<file path="src/rtl/toggle_monitor.sv">
// ============================================================================
// Module      : toggle_monitor
// Description : Edge detector, saturating toggle counter, run-length meter
//               and stall flag for a T flip-flop output.
// Revision    : 1.0 - initial release
// ============================================================================
`default_nettype none

module toggle_monitor #(
    parameter int CNT_W       = 8,
    parameter int STALL_LIMIT = 16
) (
    input  logic             clk,
    input  logic             rst,
    input  logic             en,
    input  logic             clr,
    input  logic             q_in,
    output logic             edge_rise,
    output logic             edge_fall,
    output logic [CNT_W-1:0] toggle_cnt,
    output logic             overflow,
    output logic [CNT_W-1:0] run_len,
    output logic             run_level,
    output logic             run_valid,
    output logic             stall
);

    localparam logic [CNT_W-1:0] c_cnt_max     = '1;
    localparam logic [CNT_W-1:0] c_cnt_one     = CNT_W'(1);
    localparam logic [CNT_W-1:0] c_stall_limit = CNT_W'(STALL_LIMIT);

    typedef enum logic [1:0] {
        IDLE  = 2'd0,
        TRACK = 2'd1,
        STALL = 2'd2
    } state_t;

    state_t           r_state;
    logic             r_q_d;
    logic [CNT_W-1:0] r_run_cnt;
    logic             r_edge_rise;
    logic             r_edge_fall;
    logic [CNT_W-1:0] r_toggle_cnt;
    logic             r_overflow;
    logic [CNT_W-1:0] r_run_len;
    logic             r_run_level;
    logic             r_run_valid;
    logic             r_stall;

    logic [CNT_W-1:0] w_run_inc;
    logic             w_edge;

    assign w_run_inc = (r_run_cnt == c_cnt_max) ? r_run_cnt : r_run_cnt + c_cnt_one;
    assign w_edge    = (q_in != r_q_d);

    always_ff @(posedge clk) begin
        if (rst || clr) begin
            r_state      <= IDLE;
            r_q_d        <= 1'b0;
            r_run_cnt    <= '0;
            r_edge_rise  <= 1'b0;
            r_edge_fall  <= 1'b0;
            r_toggle_cnt <= '0;
            r_overflow   <= 1'b0;
            r_run_len    <= '0;
            r_run_level  <= 1'b0;
            r_run_valid  <= 1'b0;
            r_stall      <= 1'b0;
        end else begin
            r_edge_rise <= 1'b0;
            r_edge_fall <= 1'b0;
            r_run_valid <= 1'b0;
            if (en) begin
                case (r_state)
                    // Prime on the first enabled sample so no false edge follows reset
                    IDLE: begin
                        r_q_d     <= q_in;
                        r_run_cnt <= c_cnt_one;
                        r_state   <= TRACK;
                    end
                    default: begin
                        if (w_edge) begin
                            r_edge_rise <= q_in;
                            r_edge_fall <= ~q_in;
                            r_run_valid <= 1'b1;
                            r_run_len   <= r_run_cnt;
                            r_run_level <= r_q_d;
                            r_q_d       <= q_in;
                            r_run_cnt   <= c_cnt_one;
                            if (r_toggle_cnt == c_cnt_max) begin
                                r_overflow <= 1'b1;
                            end else begin
                                r_toggle_cnt <= r_toggle_cnt + c_cnt_one;
                            end
                            r_state <= TRACK;
                            r_stall <= 1'b0;
                        end else begin
                            r_run_cnt <= w_run_inc;
                            if (w_run_inc >= c_stall_limit) begin
                                r_state <= STALL;
                                r_stall <= 1'b1;
                            end
                        end
                    end
                endcase
            end
        end
    end

    assign edge_rise  = r_edge_rise;
    assign edge_fall  = r_edge_fall;
    assign toggle_cnt = r_toggle_cnt;
    assign overflow   = r_overflow;
    assign run_len    = r_run_len;
    assign run_level  = r_run_level;
    assign run_valid  = r_run_valid;
    assign stall      = r_stall;

endmodule

`default_nettype wire

</file>
<file path="config.mk">
export PLATFORM = sky130hd
export DESIGN_NAME = toggle_monitor
export DESIGN_NICKNAME = d
export VERILOG_FILES = /design/src/rtl/toggle_monitor.sv
export SDC_FILE = /design/constraint.sdc
export NUM_CORES = 1
export LEC_CHECK = 0
export ABC_AREA = 1
export CAP_MARGIN = 20
export CORE_MARGIN = 4
export CORE_UTILIZATION = 51
export DETAILED_ROUTE_END_ITERATION = 12
export PLACE_DENSITY = 0.78
export SLEW_MARGIN = 20
export SYNTH_ARGS = -nofsm -noshare
export SYNTH_HDL_FRONTEND = slang
export SYNTH_SLANG_ARGS = --single-unit
export TNS_END_PERCENT = 10
</file>
<file path="constraint.sdc">
create_clock -name clk -period 1.9 [get_ports clk]
set_clock_uncertainty 0.1 [all_clocks]
set_input_delay 0.38 -clock clk [delete_from_list [all_inputs] [get_ports clk]]
set_output_delay 0.38 -clock clk [all_outputs]
set_load 0.01 [all_outputs]
</file>
# Word-level counts from Yosys, hierarchy flattened
# Cells that the tools add are included.
# op_classes
reduce_logical	13
mux	11
order_cmp	1
bitwise_logic	5
eq_ne	3
addsub	2
# op_table
cell	count
$mux W8	3
$add A8 B1 Y8 const B	2
$eq A8 B8 Y1 const B	2
$ge A8 B5 Y1 const B	1
$reduce_and A4 Y1	2
$mux W2	3
$reduce_and A3 Y1	2
$mux W1	5
$not A1 Y1	5
$reduce_and A2 Y1	2
$reduce_bool A2 Y1	2
$reduce_or A4 Y1	1
$reduce_bool A3 Y1	1
$reduce_or A3 Y1	1
$logic_not A2 Y1	1
$logic_or A1 B1 Y1	1
$ne A1 B1 Y1	1
# totals
out_inout_bits	22
word_cells	46
inputBits	5
reg_bits	33

# Logic depth before layout (Yosys ltp)
# Gate-level depths: netlist (run 1).
# logic_depth
depth_word	6
mapped_depth	10
mapped_depth_nobuf	10

# Least setup slack after synthesis (run 1)
# Ideal clock, no wire load.
# synth_path
kind	register to register
start	register r_toggle_cnt[1], in the netlist toggle_cnt[1]
end	register r_toggle_cnt[4], in the netlist toggle_cnt[4]
arrival_ps	1272
n_path_buf	0
required_ps	1684
setup_ps	116
path_stages_with_launch	8
synth_period_minus_slack_ps	1487
path_slack_ps	413
path_cell_list	dfxtp_1 -> ha_1 -> nand2_1 -> nor2_4 -> nand3_2 -> nand2_4 -> o21bai_1 -> and3_1
# synth_via
elab_chain_len	3
elab_cells_between_ends	4
classes_between	add/sub (1); eq/ne (1); bitwise (1); reduce/logical (1)
# synth_rtl
item	line_no	source
start, declared	43	logic [CNT_W-1:0] r_toggle_cnt;
start signal, assigned	93	r_toggle_cnt <= r_toggle_cnt + c_cnt_one;
parallel branches: the longest is 3 deep, another holds $add A8 B1 Y8	-	
# Several ways; the timed one is not identified.
# A chain may end at the register's enable or synchronous reset.

# Worst setup path after layout (run 1)
# layout_path
start	register r_toggle_cnt[6], in the netlist toggle_cnt[6]
end	output toggle_cnt[6]
# layout_rtl
item	line_no	source
end, declared	20	output logic [CNT_W-1:0] toggle_cnt,
# No word-level cell between the ends.

==> reports/metrics.cfg, run 1 <==
[worst_setup_path]
endpoint_kind = output port
cp_slowest_cell = clkdlybuf4s50_1
max_stage_delay_ns = 0.57
r2r_end = r_run_cnt[1]
required_ns = 1.42
crit_path_cell_trace = clkdlybuf4s50_1
ff2ff_path_depth = 8
r2r_slack_ns = 0.23
crit_family = buffers and inverters
r2r-start = r_run_cnt[1]
critical_path_arrival_ns = 1.32
path_max_fanout = 5
critPathKind = reg2out
startpoint_type = flop
critPathBufInv = 1

[placement]
portBuffers = 26
placed_cells = 263
place_congestion = 0.886
place_ws_ns = -0.0563
hpwl_mm = 2.86

[grt]
antenna_found_initial = 0
grt_pass1_vias = 1393
grt-ovfl-total = 0
track_usage_pct = 18.8
grt_pass1_wl_mm = 5.86
grt_max_degree = 20

[pwr]
leakage_uw = 0.000772
peakVddDrop_v = 0.000498
power_density_nw_per_um2 = 603

[routing]
drt-initial-drc-count = 109
drc_errors = 0
wl_per_cell_um = 12.9
via_count = 1435
ant_nets = 0
avgViaCountPerCell = 5.31
drt_wl_total_mm = 3.50
drt_pass1_iterations = 4

[yosys]
yosysUniqueCellTypes = 28
async_flop_share_pct = 0
synth_top_area_share_pct = 42.8
ys_top_cells_by_count = 47 x nand2_1, 33 x dfxtp_1, 23 x nor2_1
yosys_warnings = 0
synth.area.top_cells = dfxtp_1 43%, nand2_1 11%, nor2_1 5.6%, nand3_1 4.9%, inv_1 4.6%
yosysMostFrequentCell = nand2_1
syn-num-nets = 210
syn-instance-count = 203
ys_seq_area_share_pct = 42.8
syn-cell-area_um2 = 1550
synth_top_area_cell = dfxtp_1
synth-seq-cells = 33
syn_area_per_cell_um2 = 7.61
synth_edf_count = 0
yosys_most_used_dff = dfxtp_1

[floorplanning]
io_pins = 27
die_h_um = 63.0
core-area_um2 = 2830
floorplan.initialDensity_pct = 54.6
die_x_um = 63.0
fp-row-count = 19
die_area_um2 = 3970

[finish]
finalCoreUtilization_pct = 68.1
final_net_count = 246
area_growth_pct = 24.7
final_cells = 270
drive_gt1_share_pct = 16.7
n_antenna_cell = 0

[job]
drv_cap = 0

[cts]
path_clk_slew_ns = 0.09
cts_setup_buffers = 0
cts_tree = yes
cts_resized = 0
cts_max_path_buffers = 2
cts_buffers = 5
postCtsHoldBufs = 0
root_buffer = clkbuf_4
clock_latency_ns = 0.32
htreeDepth = 2
cts.sinks = 33

[worst_hold_path]
min_from = r_state[0]
hold_depth = 2
whs_endpoint = r_state[0]
hold_class = reg2reg

[timing]
relSlewSlack_pct = 76.9
rsz0062_at_grt = no
worstMarginPinSlew_ns = 0.346
finalSetupViolCount = 0
drv_slew = 0
fmax_mhz = 555
fin_crit_sh_pct = 94.8
setup_slack_ns = 0.0993
finalHoldViolations = 0
layout_min_cycle_time_ns = 1.80

[run_status]
status = finished clean

## layout by cell type (no fill, tap or decap)
| master | count |
|---|---|
| nor3b_2 | 1 |
| a21boi_0 | 1 |
| nand4_1 | 3 |
| o21ai_2 | 7 |
| nand2_2 | 2 |
| clkbuf_4 | 5 |
| nand2_1 | 47 |
| buf_4 | 6 |
| xnor2_1 | 1 |
| nand3_2 | 2 |
| clkdlybuf4s50_1 | 26 |
| clkbuf_8 | 1 |
| xnor2_2 | 1 |
| clkbuf_1 | 1 |
| nand3b_1 | 1 |
| nor3_4 | 1 |
| dfxtp_1 | 33 |
| ha_1 | 2 |
| nor2_1 | 23 |
| nand3_1 | 15 |
| a21oi_1 | 13 |
| nor2_4 | 2 |
| a21oi_2 | 1 |
| inv_1 | 19 |
| nand2_4 | 1 |
| nor2_8 | 2 |
| o21bai_1 | 1 |
| inv_2 | 8 |
| o21ai_1 | 2 |
| and3_1 | 1 |
| o21ai_0 | 10 |
## through the flow
stage	total power, uW	instance area, um^2	hold WS, ns	setup TNS (ns)
CTS	1180	1930	0.375	0
floorplan	762	1550	0.338	0
global placement	787	1870	0.351	0
finish	1160	1930	0.372	0
detailed placement	789	1870	0.359	-0.288
global route	1220	1930	0.395	0
## state kept, by name, summed over array words and instances, names as in the netlist, 2 cells and up
| register | count |
|---|---|
| r_run_cnt | 8 |
| toggle_cnt | 8 |
| r_state | 2 |
| run_len | 8 |
## layer usage
metal / wire, um / GRT usage, % / vias up / part of all wire (%)
met5: 0 / 0 / - / 0
met4: 53 / 9.09 / 0 / 1.5
met3: 194 / 5.94 / 5 / 5.6
met2: 1880 / 35.0 / 42 / 54
met1: 1370 / 18.4 / 665 / 39
li1: - / - / 723 / -
## kinds of logic (layout without fill, tap and decap cells)
| logic type | after synthesis | after routing | share of synthesized area (%) |
|---|---|---|---|
| AOI/OAI and AO/OA | 35 | 35 | 13.6 |
| xor gates and xnor gates | 2 | 2 | 1.62 |
| adders and majority gates | 2 | 2 | 1.62 |
| buffers and inverters | 30 | 66 | 7.69 |
| DFF | 33 | 33 | 42.8 |
| and+or+nand+nor | 101 | 101 | 32.7 |
## final cells by class
class	count	area, um^2
fillers	255	902
inverters	27	101
flip-flops and latches	33	661
clock buffers	7	55.1
repair buffers	32	305
multi-input cells	140	766
well taps	31	38.8
## power breakdown
part	switching, uW	total, uW	internal, uW	leakage, uW
logic	44.8	72.5	27.7	0.000474
registers	4.19	700	696	0.000266
clock network	216	390	175	0.0000314
total	265	1160	898	0.000772
## tightest hold or removal path, cell delays in order, from the launching register on
cell	delay [ns]
dfxtp_1	0.32
nand2_1	0.07
a21oi_2	0.04
## worst max-delay path by stage
stage               cells past startpoint  slack, ns       endpoint           from
CTS                                     1       0.07  toggle_cnt[6]  toggle_cnt[6]
global route                            8       0.02   r_run_cnt[1]   r_run_cnt[1]
detailed placement                      6      -0.06   r_run_cnt[1]           q_in
floorplan                               7       0.41  toggle_cnt[4]  toggle_cnt[1]
global placement                        7      0.007     run_len[3]           q_in
finish                                  1        0.1  toggle_cnt[6]  toggle_cnt[6]
No activity file was read; power rests on OpenSTA's default activity.
==> inputs of run 2 (changes only) <==
--- a/config.mk
+++ b/config.mk
@@ -10,6 +10,7 @@
 export CORE_MARGIN = 4
 export CORE_UTILIZATION = 51
 export DETAILED_ROUTE_END_ITERATION = 12
+export GPL_TIMING_DRIVEN = 0
 export PLACE_DENSITY = 0.78
 export SLEW_MARGIN = 20
 export SYNTH_ARGS = -nofsm -noshare
==> run 2 against run 1 <==
Sequential power barely moved. Clock power rose by 40%. Sequential cell count did not move. Critical endpoint unchanged.
==> reports/metrics.cfg, run 2 (synthesis gave the netlist of run 1 again) <==
[worst_setup_path]
critical_path_arrival_ns = 1.33  ; about the same
r2r-start = r_run_cnt[1]
crit_path_cell_trace = clkdlybuf4s50_1
endpoint_kind = output port
cp_slowest_cell = clkdlybuf4s50_1
r2r_slack_ns = 0.25  ; +0.02 ns
startpoint_type = flop
critPathBufInv = 1  ; unchanged
required_ns = 1.42  ; about the same
critPathKind = reg2out
r2r_end = r_state[0]
ff2ff_path_depth = 10  ; +2
crit_family = buffers and inverters
max_stage_delay_ns = 0.57  ; about the same
path_max_fanout = 5  ; unchanged

[timing]
fin_crit_sh_pct = 95.2  ; +0.44 points
finalSetupViolCount = 0  ; unchanged
finalHoldViolations = 0  ; unchanged
fmax_mhz = 553  ; -0.46%
relSlewSlack_pct = 76.5  ; -0.35 points
rsz0062_at_grt = no
worstMarginPinSlew_ns = 0.351  ; +0.00526 ns
layout_min_cycle_time_ns = 1.81  ; +0.00838 ns
drv_slew = 0  ; unchanged
fin_setup_tns_ns = 0  ; unchanged

[worst_hold_path]
min_from = r_state[1]
hold_depth = 2  ; unchanged
whs_endpoint = r_state[1]
hold_class = reg2reg

[routing]
drt_pass1_iterations = 5  ; +1
drt_wl_total_mm = 3.18  ; -9.0%
drt-initial-drc-count = 76  ; -30%
wl_per_cell_um = 11.9  ; -8.3%
avgViaCountPerCell = 5.11  ; -3.8%
ant_nets = 0  ; unchanged
drc_errors = 0  ; unchanged
via_count = 1370  ; -4.5%

[grt]
track_usage_pct = 17.7  ; -1.1 points
grt_max_degree = 11  ; -45%
antenna_found_initial = 0  ; unchanged
busiest_layer = met2
use_met2_pct = 28.9  ; -6.2 points
grt-ovfl-total = 0  ; unchanged
grt_pass1_vias = 1259  ; -9.6%
met3_usage_pct = 5.58  ; -0.36 points
grt_pass1_wl_mm = 5.58  ; -4.8%
grt_use_met1_pct = 21.5  ; +3.2 points

[floorplanning]
floorplan.initialDensity_pct = 54.6  ; unchanged
io_pins = 27  ; unchanged
die_h_um = 63.0  ; unchanged
fp-row-count = 19  ; unchanged
die_x_um = 63.0  ; unchanged
die_area_um2 = 3970  ; unchanged
core-area_um2 = 2830  ; unchanged

[cts]
cts_tree = yes
path_clk_slew_ns = 0.10  ; about the same
cts_setup_buffers = 0  ; unchanged
htreeDepth = 2  ; unchanged
cts.sinks = 33  ; unchanged
cts_max_path_buffers = 2  ; unchanged
cts_buffers = 5  ; unchanged
cts_resized = 0  ; unchanged
clock_latency_ns = 0.33  ; about the same
root_buffer = clkbuf_4
postCtsHoldBufs = 0  ; unchanged

[pwr]
peakVddDrop_v = 0.000542  ; +8.8%
leakage_uw = 0.000771  ; about the same
power_density_nw_per_um2 = 682  ; +13%

[finish]
drive_gt1_share_pct = 16.0  ; -0.70 points
final_net_count = 243  ; -1.2%
nFillCells = 254  ; -0.39%
final_area_um2 = 1930  ; +0.13%
final_cell_mix = 47 x nand2_1, 33 x dfxtp_1, 26 x clkdlybuf4s50_1
n_antenna_cell = 0  ; unchanged
final_common_cell = nand2_1
area_growth_pct = 24.9
final_cells = 268  ; -0.74%

[job]
drv_cap = 0  ; unchanged

[placement]
hpwl_mm = 2.43  ; -15%
place_congestion = 0.786  ; -11%
portBuffers = 26  ; unchanged
placed_cell_area_um2 = 1840  ; -1.5%
placed_cells = 260  ; -1.1%

[run_status]
status = finished clean

==> run 2: changes by cell type in the layout (fill, tap and decap cells not counted) <==
cell	previous run	this run
buf_4	6	1
bufinv_16	0	1
buf_2	0	2
==> run 2: area by class of cell <==
type / instances / area [um^2] / area share (%)
repair buffers: 26 / 260 / 13.5
multi-input cells: 140 / 766 / 39.7
plain buffers: 3 / 17.5 / 0.908
flip-flops and latches: 33 / 661 / 34.2
inverters: 27 / 101 / 5.25
clock buffers: 7 / 55.1 / 2.85
well taps: 31 / 38.8 / 2.01
clock inverters: 1 / 30.0 / 1.56
==> run 2: per-stage QoR <==
| step | total power (uW) | setup slack, ns | util [%] | hold slack (ns) |
|---|---|---|---|---|
| 3_5_place_dp | 786 | -0.177 | 65.2 | 0.352 |
| 2_1_floorplan | 762 | 0.413 | - | 0.338 |
| 6_report | 1320 | 0.0910 | 68.2 | 0.368 |
| 3_3_place_gp | 785 | -0.155 | 65.2 | 0.351 |
| 4_1_cts | 1330 | 0.0790 | 68.2 | 0.368 |
| 5_1_grt | 1370 | 0.0288 | 68.2 | 0.401 |
==> run 2: power by group <==
group / switching [uW] / internal (uW) / total (uW)
Combinational: 45.5 / 24.5 / 70.1
Clock: 232 / 314 / 546
Sequential: 4.36 / 696 / 700
==> run 2: tightest hold or removal path: stages, from the launching register on <==
cell      delay, ns
dfxtp_1        0.32
inv_1          0.04
a21boi_0       0.06
==> run 2: per-layer routing <==
metal	vias to the layer above	part of all wire (%)
met5	-	0
met4	0	1.4
met2	36	48
met1	612	45
li1	717	-
met3	5	5.4
==> run 2: how the worst max path moves through the flow <==
| stage | from | end | slack, ns | cells after the start |
|---|---|---|---|---|
| final | toggle_cnt[6] | toggle_cnt[6] | 0.09 | 1 |
| after global routing | toggle_cnt[6] | toggle_cnt[6] | 0.03 | 1 |
| after CTS | toggle_cnt[6] | toggle_cnt[6] | 0.08 | 1 |
| after detailed placement | en | toggle_cnt[3] | -0.18 | 10 |
| after global placement | en | toggle_cnt[4] | -0.15 | 9 |
| after floorplan | toggle_cnt[1] | toggle_cnt[4] | 0.41 | 7 |
==> inputs of run 3 (changes only) <==
--- a/config.mk
+++ b/config.mk
@@ -10,6 +10,7 @@
 export CORE_MARGIN = 4
 export CORE_UTILIZATION = 51
 export DETAILED_ROUTE_END_ITERATION = 12
+export GPL_ROUTABILITY_DRIVEN = 0
 export GPL_TIMING_DRIVEN = 0
 export PLACE_DENSITY = 0.78
 export SLEW_MARGIN = 20
==> results of run 3 <==
Same layout as run 2: the final DEF is identical, and so are final timing and power.
